`src/rtl/wb_fabric_pkg.sv`:
```
// ---------------------------------------------------------------------------
// wb_fabric_pkg
//
// Shared definitions for the Wishbone fabric decoder slice.
//
// Contents:
//    - slave index constants: the bit position of each fabric slave in
//      every per-slave vector (CYC select, ack, read-data lanes)
//    - default window base addresses for the four slave windows
//    - the default read value returned when a cycle times out
//    - the state encoding of the ack timer FSM
// ---------------------------------------------------------------------------
package wb_fabric_pkg;

   // Bit position of each fabric slave in the per-slave vectors.
   localparam int NUM_SLAVES   = 4;
   localparam int SLV_FPGA_REG = 0;
   localparam int SLV_UART0    = 1;
   localparam int SLV_UART1    = 2;
   localparam int SLV_QL_RSVD  = 3;

   // Byte-address bases of the four 4 KB slave windows.
   localparam logic [16:0] FPGA_REG_BASE_ADDRESS    = 17'h00000;
   localparam logic [16:0] UART0_BASE_ADDRESS       = 17'h01000;
   localparam logic [16:0] UART1_BASE_ADDRESS       = 17'h02000;
   localparam logic [16:0] QL_RESERVED_BASE_ADDRESS = 17'h03000;

   // Recognisable pattern handed back to the M4 when nobody answered.
   localparam logic [31:0] DEFAULT_READ_VALUE = 32'hBADFABAC;

   // Ack timer states.
   //    IDLE : no cycle in progress
   //    WAIT : strobe is up and no slave has answered yet
   //    DONE : the single cycle after an ack, used to mask stale acks
   typedef enum logic [1:0] {
      IDLE = 2'd0,
      WAIT = 2'd1,
      DONE = 2'd2
   } ack_state_t;

endpackage

```
`src/rtl/wb_ack_timer.sv`:
```
// ---------------------------------------------------------------------------
// wb_ack_timer
//
// Watches the Wishbone strobe and the already-decoded slave ack and, when no
// slave answers within the timeout, produces a one-cycle default ack so that
// the bus master can never hang on an unmapped or dead slave. Also provides
// the one-cycle mask that follows every ack.
//
// Ports:
//    clock      in   fabric clock
//    reset      in   synchronous reset, active-high
//    req        in   CYC & STB from the bridge
//    slave_ack  in   ack of the addressed slave, already qualified by req
//    to_ack     out  default (timeout) ack, high for exactly one cycle
//    done_mask  out  high during the cycle after any ack; all acks masked
//
// Counting: the FSM leaves IDLE with cnt = 1 on the first strobe cycle, so
// cnt equals the number of strobe cycles already seen. The registered
// to_ack_q is raised on the edge that brings cnt to CNTR_TIMEOUT, which puts
// the timeout ack on strobe cycle CNTR_TIMEOUT+1. CNTR_TIMEOUT must be at
// least 1 and must fit in CNTR_WIDTH bits.
// ---------------------------------------------------------------------------
module wb_ack_timer #(
   parameter int CNTR_WIDTH   = 3,
   parameter int CNTR_TIMEOUT = 7
) (
   input  logic clock,
   input  logic reset,
   input  logic req,
   input  logic slave_ack,
   output logic to_ack,
   output logic done_mask
);

   import wb_fabric_pkg::*;

   localparam logic [CNTR_WIDTH-1:0] TIMEOUT_VAL = CNTR_WIDTH'(CNTR_TIMEOUT);
   localparam logic [CNTR_WIDTH-1:0] TIMEOUT_M1  = CNTR_WIDTH'(CNTR_TIMEOUT - 1);
   localparam logic [CNTR_WIDTH-1:0] CNT_ONE     = CNTR_WIDTH'(1);

   ack_state_t            state_q;
   logic [CNTR_WIDTH-1:0] cnt_q;
   logic                  to_ack_q;

   // Single FSM holding state, strobe counter and the registered timeout
   // request. A timeout only fires from WAIT; a slave ack always wins over
   // a pending timeout, and dropping CYC or STB abandons the cycle without
   // any ack. The counter stops at the timeout value so it can never wrap
   // around and fire a second time.
   always_ff @(posedge clock) begin
      if (reset) begin
         state_q  <= IDLE;
         cnt_q    <= '0;
         to_ack_q <= 1'b0;
      end else begin
         case (state_q)
            IDLE: begin
               cnt_q    <= '0;
               to_ack_q <= 1'b0;
               if (req) begin
                  if (slave_ack) begin
                     state_q <= DONE;
                  end else begin
                     state_q  <= WAIT;
                     cnt_q    <= CNT_ONE;
                     to_ack_q <= (TIMEOUT_VAL == CNT_ONE);
                  end
               end
            end
            WAIT: begin
               if (!req) begin
                  state_q  <= IDLE;
                  cnt_q    <= '0;
                  to_ack_q <= 1'b0;
               end else if (slave_ack || to_ack_q) begin
                  state_q  <= DONE;
                  cnt_q    <= '0;
                  to_ack_q <= 1'b0;
               end else begin
                  if (cnt_q != TIMEOUT_VAL) begin
                     cnt_q <= cnt_q + 1'b1;
                  end
                  to_ack_q <= (cnt_q == TIMEOUT_M1);
               end
            end
            DONE: begin
               state_q  <= IDLE;
               cnt_q    <= '0;
               to_ack_q <= 1'b0;
            end
            default: begin
               state_q  <= IDLE;
               cnt_q    <= '0;
               to_ack_q <= 1'b0;
            end
         endcase
      end
   end

   // The registered timeout request only becomes a real ack while the
   // strobe is still up and the slave is not answering in the same cycle;
   // otherwise the slave's own ack (or the abort) takes precedence.
   assign to_ack    = to_ack_q & req & ~slave_ack & (state_q == WAIT);
   assign done_mask = (state_q == DONE);

endmodule

```
`src/rtl/wb_fabric_decoder.sv`:
```
// ---------------------------------------------------------------------------
// wb_fabric_decoder
//
// Wishbone slave-side address decoder and ack arbiter sitting between the
// AHB-to-FPGA bridge and four fabric slaves (FPGA regs, UART0, UART1,
// QL-reserved).
//
// Ports:
//    WB_CLK            in   fabric clock
//    WB_RST            in   synchronous reset, active-high
//    WBs_ADR           in   byte address from the bridge
//    WBs_CYC           in   cycle select from the bridge
//    WBs_STB           in   strobe from the bridge
//    WBs_WE            in   write enable, only recorded on a timeout
//    WBs_RD_DAT        out  read data to the bridge
//    WBs_ACK           out  ack to the bridge
//    WBs_CYC_SEL_o     out  per-slave CYC, bit n = slave n
//    WBs_ACK_SLV_i     in   per-slave ack
//    WBs_RD_DAT_SLV_i  in   per-slave read data, slave n at [32n+31:32n]
//    Timeout_Flag_o    out  sticky flag: a default ack has happened
//    Timeout_Adr_o     out  address of the most recent timed-out cycle
//    Timeout_WE_o      out  write enable of the most recent timed-out cycle
//    Timeout_Clr_i     in   clears Timeout_Flag_o
//
// Decode, read-data mux and timeout capture live here; the strobe timer and
// its FSM live in wb_ack_timer.
// ---------------------------------------------------------------------------
module wb_fabric_decoder #(
   parameter int                  APERWIDTH                = 17,
   parameter int                  APERSIZE                 = 10,
   parameter logic [APERWIDTH-1:0] FPGA_REG_BASE_ADDRESS    = wb_fabric_pkg::FPGA_REG_BASE_ADDRESS,
   parameter logic [APERWIDTH-1:0] UART0_BASE_ADDRESS       = wb_fabric_pkg::UART0_BASE_ADDRESS,
   parameter logic [APERWIDTH-1:0] UART1_BASE_ADDRESS       = wb_fabric_pkg::UART1_BASE_ADDRESS,
   parameter logic [APERWIDTH-1:0] QL_RESERVED_BASE_ADDRESS = wb_fabric_pkg::QL_RESERVED_BASE_ADDRESS,
   parameter logic [31:0]          DEFAULT_READ_VALUE       = wb_fabric_pkg::DEFAULT_READ_VALUE,
   parameter int                  DEFAULT_CNTR_WIDTH       = 3,
   parameter int                  DEFAULT_CNTR_TIMEOUT     = 7
) (
   input  logic                 WB_CLK,
   input  logic                 WB_RST,
   input  logic [APERWIDTH-1:0] WBs_ADR,
   input  logic                 WBs_CYC,
   input  logic                 WBs_STB,
   input  logic                 WBs_WE,
   output logic [31:0]          WBs_RD_DAT,
   output logic                 WBs_ACK,
   output logic [3:0]           WBs_CYC_SEL_o,
   input  logic [3:0]           WBs_ACK_SLV_i,
   input  logic [127:0]         WBs_RD_DAT_SLV_i,
   output logic                 Timeout_Flag_o,
   output logic [APERWIDTH-1:0] Timeout_Adr_o,
   output logic                 Timeout_WE_o,
   input  logic                 Timeout_Clr_i
);

   import wb_fabric_pkg::*;

   // APERSIZE counts word-address bits, so the window select starts two
   // bits higher in the byte address.
   localparam int WIN_LSB = APERSIZE + 2;

   logic [NUM_SLAVES-1:0] hit;
   logic                  req;
   logic                  slave_ack;
   logic                  to_ack;
   logic                  done_mask;
   logic [31:0]           slv_rd_dat;

   // Window decode: a slave is hit when the address bits above its window
   // match its base. Addresses outside every window leave hit all-zero, so
   // no slave is selected and only the timeout can end that cycle.
   always_comb begin
      hit               = '0;
      hit[SLV_FPGA_REG] = (WBs_ADR[APERWIDTH-1:WIN_LSB] == FPGA_REG_BASE_ADDRESS[APERWIDTH-1:WIN_LSB]);
      hit[SLV_UART0]    = (WBs_ADR[APERWIDTH-1:WIN_LSB] == UART0_BASE_ADDRESS[APERWIDTH-1:WIN_LSB]);
      hit[SLV_UART1]    = (WBs_ADR[APERWIDTH-1:WIN_LSB] == UART1_BASE_ADDRESS[APERWIDTH-1:WIN_LSB]);
      hit[SLV_QL_RSVD]  = (WBs_ADR[APERWIDTH-1:WIN_LSB] == QL_RESERVED_BASE_ADDRESS[APERWIDTH-1:WIN_LSB]);
   end

   assign WBs_CYC_SEL_o = hit & {NUM_SLAVES{WBs_CYC}};
   assign req           = WBs_CYC & WBs_STB;

   // Only the addressed slave may ack; acks from the other slaves are noise
   // and are dropped here. The slave ack passes straight through to the
   // bridge with no added latency.
   assign slave_ack = (|(WBs_ACK_SLV_i & hit)) & req;

   // Read-data mux: the lane of the hit slave, or zero when no window is
   // hit. Windows never overlap, so at most one lane is chosen.
   always_comb begin
      slv_rd_dat = '0;
      for (int n = 0; n < NUM_SLAVES; n++) begin
         if (hit[n]) begin
            slv_rd_dat = WBs_RD_DAT_SLV_i[32*n +: 32];
         end
      end
   end

   wb_ack_timer #(
      .CNTR_WIDTH   (DEFAULT_CNTR_WIDTH),
      .CNTR_TIMEOUT (DEFAULT_CNTR_TIMEOUT)
   ) u_ack_timer (
      .clock     (WB_CLK),
      .reset     (WB_RST),
      .req       (req),
      .slave_ack (slave_ack),
      .to_ack    (to_ack),
      .done_mask (done_mask)
   );

   // The bridge drops STB one cycle after it sees ACK, so any ack showing up
   // in that following cycle is stale and must not reach the bridge.
   assign WBs_ACK    = (slave_ack | to_ack) & ~done_mask;
   assign WBs_RD_DAT = to_ack ? DEFAULT_READ_VALUE : slv_rd_dat;

   // Timeout capture: every default ack sets the sticky flag and records the
   // address and direction of the offending cycle. A clear arriving in the
   // same cycle as a timeout loses, so no timeout event is ever missed.
   always_ff @(posedge WB_CLK) begin
      if (WB_RST) begin
         Timeout_Flag_o <= 1'b0;
         Timeout_Adr_o  <= '0;
         Timeout_WE_o   <= 1'b0;
      end else if (to_ack) begin
         Timeout_Flag_o <= 1'b1;
         Timeout_Adr_o  <= WBs_ADR;
         Timeout_WE_o   <= WBs_WE;
      end else if (Timeout_Clr_i) begin
         Timeout_Flag_o <= 1'b0;
      end
   end

endmodule

```
`config.mk`:
```
export PLATFORM = sky130hd
export DESIGN_NAME = wb_fabric_decoder
export DESIGN_NICKNAME = d
export VERILOG_FILES = /design/src/rtl/wb_fabric_pkg.sv /design/src/rtl/wb_ack_timer.sv /design/src/rtl/wb_fabric_decoder.sv
export SDC_FILE = /design/constraint.sdc
export NUM_CORES = 1
export LEC_CHECK = 0
export ABC_AREA = 1
export CAP_MARGIN = 20
export CORE_ASPECT_RATIO = 0.8
export CORE_MARGIN = 2
export CORE_UTILIZATION = 27
export DETAILED_ROUTE_END_ITERATION = 8
export PLACE_DENSITY = 0.77
export SYNTH_ARGS = -nofsm -noshare
export SYNTH_HDL_FRONTEND = slang
export SYNTH_SLANG_ARGS = --single-unit
```
`constraint.sdc`:
```
create_clock -name WB_CLK -period 1.1 [get_ports WB_CLK]
set_input_delay 0.11 -clock WB_CLK [delete_from_list [all_inputs] [get_ports WB_CLK]]
set_output_delay 0.11 -clock WB_CLK [all_outputs]
set_load 0.01 [all_outputs]
```
==> flow_metrics.tcl <==
set metrics [dict create \
    fin_nets 794 \
    timing.critical_path.required_ns 0.99 \
    count_of_port_buffers_added_during_placement 210 \
    ys_async_sr_fraction 0 \
    overflow 0 \
    worst_hold_startpoint "WBs_ADR[14]" \
    clock_skew_ns 0.00190 \
    start_util 0.274 \
    setup_viol_count_final 61 \
    coreArea_um2 7840 \
    final_critical_path_setup_slack_ns -0.616 \
    maximum_number_of_pins_on_one_net_before_global_route_repair 21 \
    worst-r2r-cell-count 12 \
    layout.cell_area.non_filler_um2 5570 \
    cp-start-kind "register" \
    crit_path_end_kind "primary output" \
    hold_crit_depth 3 \
    tot_gr_track_use 0.269 \
    cts_tree "yes" \
    yosysSeqAreaShare 0.233 \
    fill_cells 599 \
    ys_seq_elements 25 \
    synth_edf_count 0 \
    total_die_area_um2 8690 \
    avgViaCountPerCell 4.86 \
    post_synth_instance_area_um2 2150 \
    area_growth_syn_to_layout_pct 159 \
    ir_drop_mv 0.568 \
    yosysMostFrequentCell "sky130_fd_sc_hd__inv_1" \
    netlist.top_cell.by_area "sky130_fd_sc_hd__dfxtp_1" \
    post-synth-top-area-fraction 0.233 \
    min_period_ns 1.72 \
    antenna_cells_inserted 0 \
    postSynth.topFlopCell "sky130_fd_sc_hd__dfxtp_1" \
    vias 3609 \
    place_hpwl_um 8600 \
    grt_pass1_vias 3557 \
    grt_pass1_wl_um 18900 \
    maxCapViolCount 0 \
    drt_first_iter_violations 192 \
    avgRoutedWirePerCell_um 17.5 \
    holdPathEnd "Timeout_Adr_o[14]$_SDFFE_PP0P_" \
    setup.worst_path.class "reg -> out" \
    finalWirelength_um 13000 \
    design_power_total_mw 2.63 \
    yosys-top-cells-count "sky130_fd_sc_hd__inv_1 (65), sky130_fd_sc_hd__nor2_1 (51), sky130_fd_sc_hd__a21oi_1 (39)" \
    timing.rr.start "u_ack_timer.state_q[0]$_SDFFE_PP0P_" \
    synth.area.top_cells "sky130_fd_sc_hd__dfxtp_1 (23%), sky130_fd_sc_hd__inv_1 (11%), sky130_fd_sc_hd__a21oi_1 (9.1%)" \
    crit_path_max_fanout 5 \
    hold_violations 0 \
    timing_max_transition_violations_final 0 \
    finalCoreUtilization 0.711 \
    tns_ns -31.09 \
    violations "setup timing" \
    clk_root_buffer_cell "sky130_fd_sc_hd__clkbuf_8" \
    postRouteAntennaNets 0 \
    layout_worst_path_cycle_share 1.56 \
    synth_cell_types 29 \
    synth.avg_cell_area_um2 6.05 \
    number_of_levels_in_the_clock_h_tree 1 \
    synth_nets 513 \
    pre_cts_ws_ns -1.24 \
    dr.pass1.iters 4 \
    finalNonFillerCells 743 \
    syn_inst 355 \
    globalplace.congestion 0.949 \
    clock_insertion_delay_worst_skew_ns 0.27 \
    tightestPinTransition_ns 0.736 \
    chipHeight_um 83.8 \
    worstHoldPathType "in -> reg" \
    maximum_frequency_from_static_timing_analysis_ghz 0.583 \
    result_of_the_run "finished, violations left" \
    clk_transition_reported_paths_ns 0.09 \
    place.detailed.instances 695 \
    timing.hold.ws_ns 0.0888 \
    die_x_um 104 \
    cts_inserted_buffers 3 \
    power_density_of_the_placed_cells_nw_per_um2 472 \
    numClockSinks 25 \
    cellLeakagePower_nw 2.75 \
    post_dp_cell_area_um2 4680 \
    relSlewSlack 0.509 \
    number_of_antenna_violations_at_the_first_check_in_global_routing 0 \
    share_of_final_layout_standard_cells_stronger_than_drive_strength_1 0.339 \
    io-pin-count 211 \
    ff2ff_setup_slack_ns -0.54 \
    clk_path_buf_depth 2 \
    setup_repair_after_global_routing_missed_its_margin "true" \
    worstReg2RegEnd "Timeout_Adr_o[12]$_SDFFE_PP0P_" \
    drc 0 \
    worst_ep_arrival_time_ns 1.61 \
    synth.yosys.warnings 0 \
    floorplan.rows 29 \
]
==> critical path: stages (launching register included) <==
cell and delay (ns):
sky130_fd_sc_hd__dfxtp_2 0.34, sky130_fd_sc_hd__inv_2 0.04, sky130_fd_sc_hd__nor2_2 0.10, sky130_fd_sc_hd__inv_2 0.06, sky130_fd_sc_hd__nor2_4 0.12, sky130_fd_sc_hd__nand3_4 0.15
sky130_fd_sc_hd__buf_12 0.18, sky130_fd_sc_hd__clkinv_8 0.05, sky130_fd_sc_hd__buf_8 0.12, sky130_fd_sc_hd__nor2_4 0.04, sky130_fd_sc_hd__buf_6 0.12
==> sequential cells by signal, summed over array words and instances (netlist names) <==
signal and count:
Timeout_Adr_o 17, u_ack_timer.cnt_q 3, u_ack_timer.state_q 2, Timeout_Flag_o 1
Timeout_WE_o 1, u_ack_timer.to_ack_q 1
==> timing repair <==
action,in CTS,in global routing
buffers inserted,29,15
gates cloned,3,3
gates resized for setup,286,56
pin swaps,25,17
setup endpoints to repair,81,62
hold buffers,0,0
==> logic make-up (layout without fill, tap and decap cells) <==
family	Yosys count	count (layout)	synth area share
AOI/OAI and AO/OA	102	102	0.269
buffers and inverters	93	372	0.193
DFF	25	25	0.233
and+or+nand+nor	131	132	0.283
adders and majority gates	3	3	0.0175
muxes	1	1	0.00466
==> worst max-delay path by stage <==
stage	from	end	slack, ns	depth (start not counted)
finish	u_ack_timer.state_q[0]$_SDFFE_PP0P_	WBs_RD_DAT[24]	-0.62	10
global route	u_ack_timer.state_q[0]$_SDFFE_PP0P_	WBs_RD_DAT[12]	-0.67	10
floorplan	WBs_ADR[14]	WBs_RD_DAT[21]	-0.15	9
CTS	u_ack_timer.state_q[0]$_SDFFE_PP0P_	WBs_RD_DAT[1]	-0.63	10
detailed placement	WBs_ADR[16]	WBs_RD_DAT[6]	-1.24	10
global placement	WBs_ADR[16]	WBs_RD_DAT[6]	-1.20	10
==> cell type report <==
type | count | area (um^2) | share of cell area
Inverter | 71 | 284 | 0.0510
Multi-Input combinational cell | 238 | 1610 | 0.289
Sequential cell | 25 | 502 | 0.0901
Tap cell | 108 | 135 | 0.0243
Clock buffer | 3 | 41.3 | 0.00741
Timing Repair Buffer | 297 | 2990 | 0.537
Clock inverter | 1 | 5.00 | 0.000898
==> report_power, final <==
group / total [mW] / internal, mW / switching [mW]
sequential: 0.912 / 0.909 / 0.00349
combinational: 1.17 / 0.763 / 0.410
clock: 0.544 / 0.253 / 0.291
total: 2.63 / 1.93 / 0.704
==> metal layers <==
layer	track usage	wire [um]	part of all wire	vias up
met5	0	0	0	-
met4	0.0737	340	0.026	0
met3	0.0539	748	0.058	31
met2	0.492	6740	0.52	138
met1	0.322	5160	0.40	1692
li1	-	-	-	1748
==> layout by cell type, fill, tap and decap left out, types with 9 or more instances in the layout <==
| master | netlist | routed |
|---|---|---|
| sky130_fd_sc_hd__o21ai_1 | 15 | 14 |
| sky130_fd_sc_hd__o21ai_2 | 1 | 13 |
| sky130_fd_sc_hd__inv_1 | 65 | 63 |
| sky130_fd_sc_hd__nor2_4 | 3 | 9 |
| sky130_fd_sc_hd__dlygate4sd2_1 | 0 | 24 |
| sky130_fd_sc_hd__nand4_1 | 9 | 9 |
| sky130_fd_sc_hd__nor2_1 | 51 | 39 |
| sky130_fd_sc_hd__clkdlybuf4s50_1 | 0 | 144 |
| sky130_fd_sc_hd__buf_4 | 4 | 52 |
| sky130_fd_sc_hd__nand2_1 | 31 | 29 |
| sky130_fd_sc_hd__nand3_2 | 0 | 20 |
| sky130_fd_sc_hd__a21oi_1 | 39 | 33 |
| sky130_fd_sc_hd__buf_6 | 5 | 46 |
| sky130_fd_sc_hd__buf_2 | 9 | 12 |
| sky130_fd_sc_hd__o22ai_1 | 21 | 20 |
| sky130_fd_sc_hd__dfxtp_1 | 25 | 24 |
| sky130_fd_sc_hd__nand3_4 | 1 | 10 |
(Power assumes the default switching activity.)
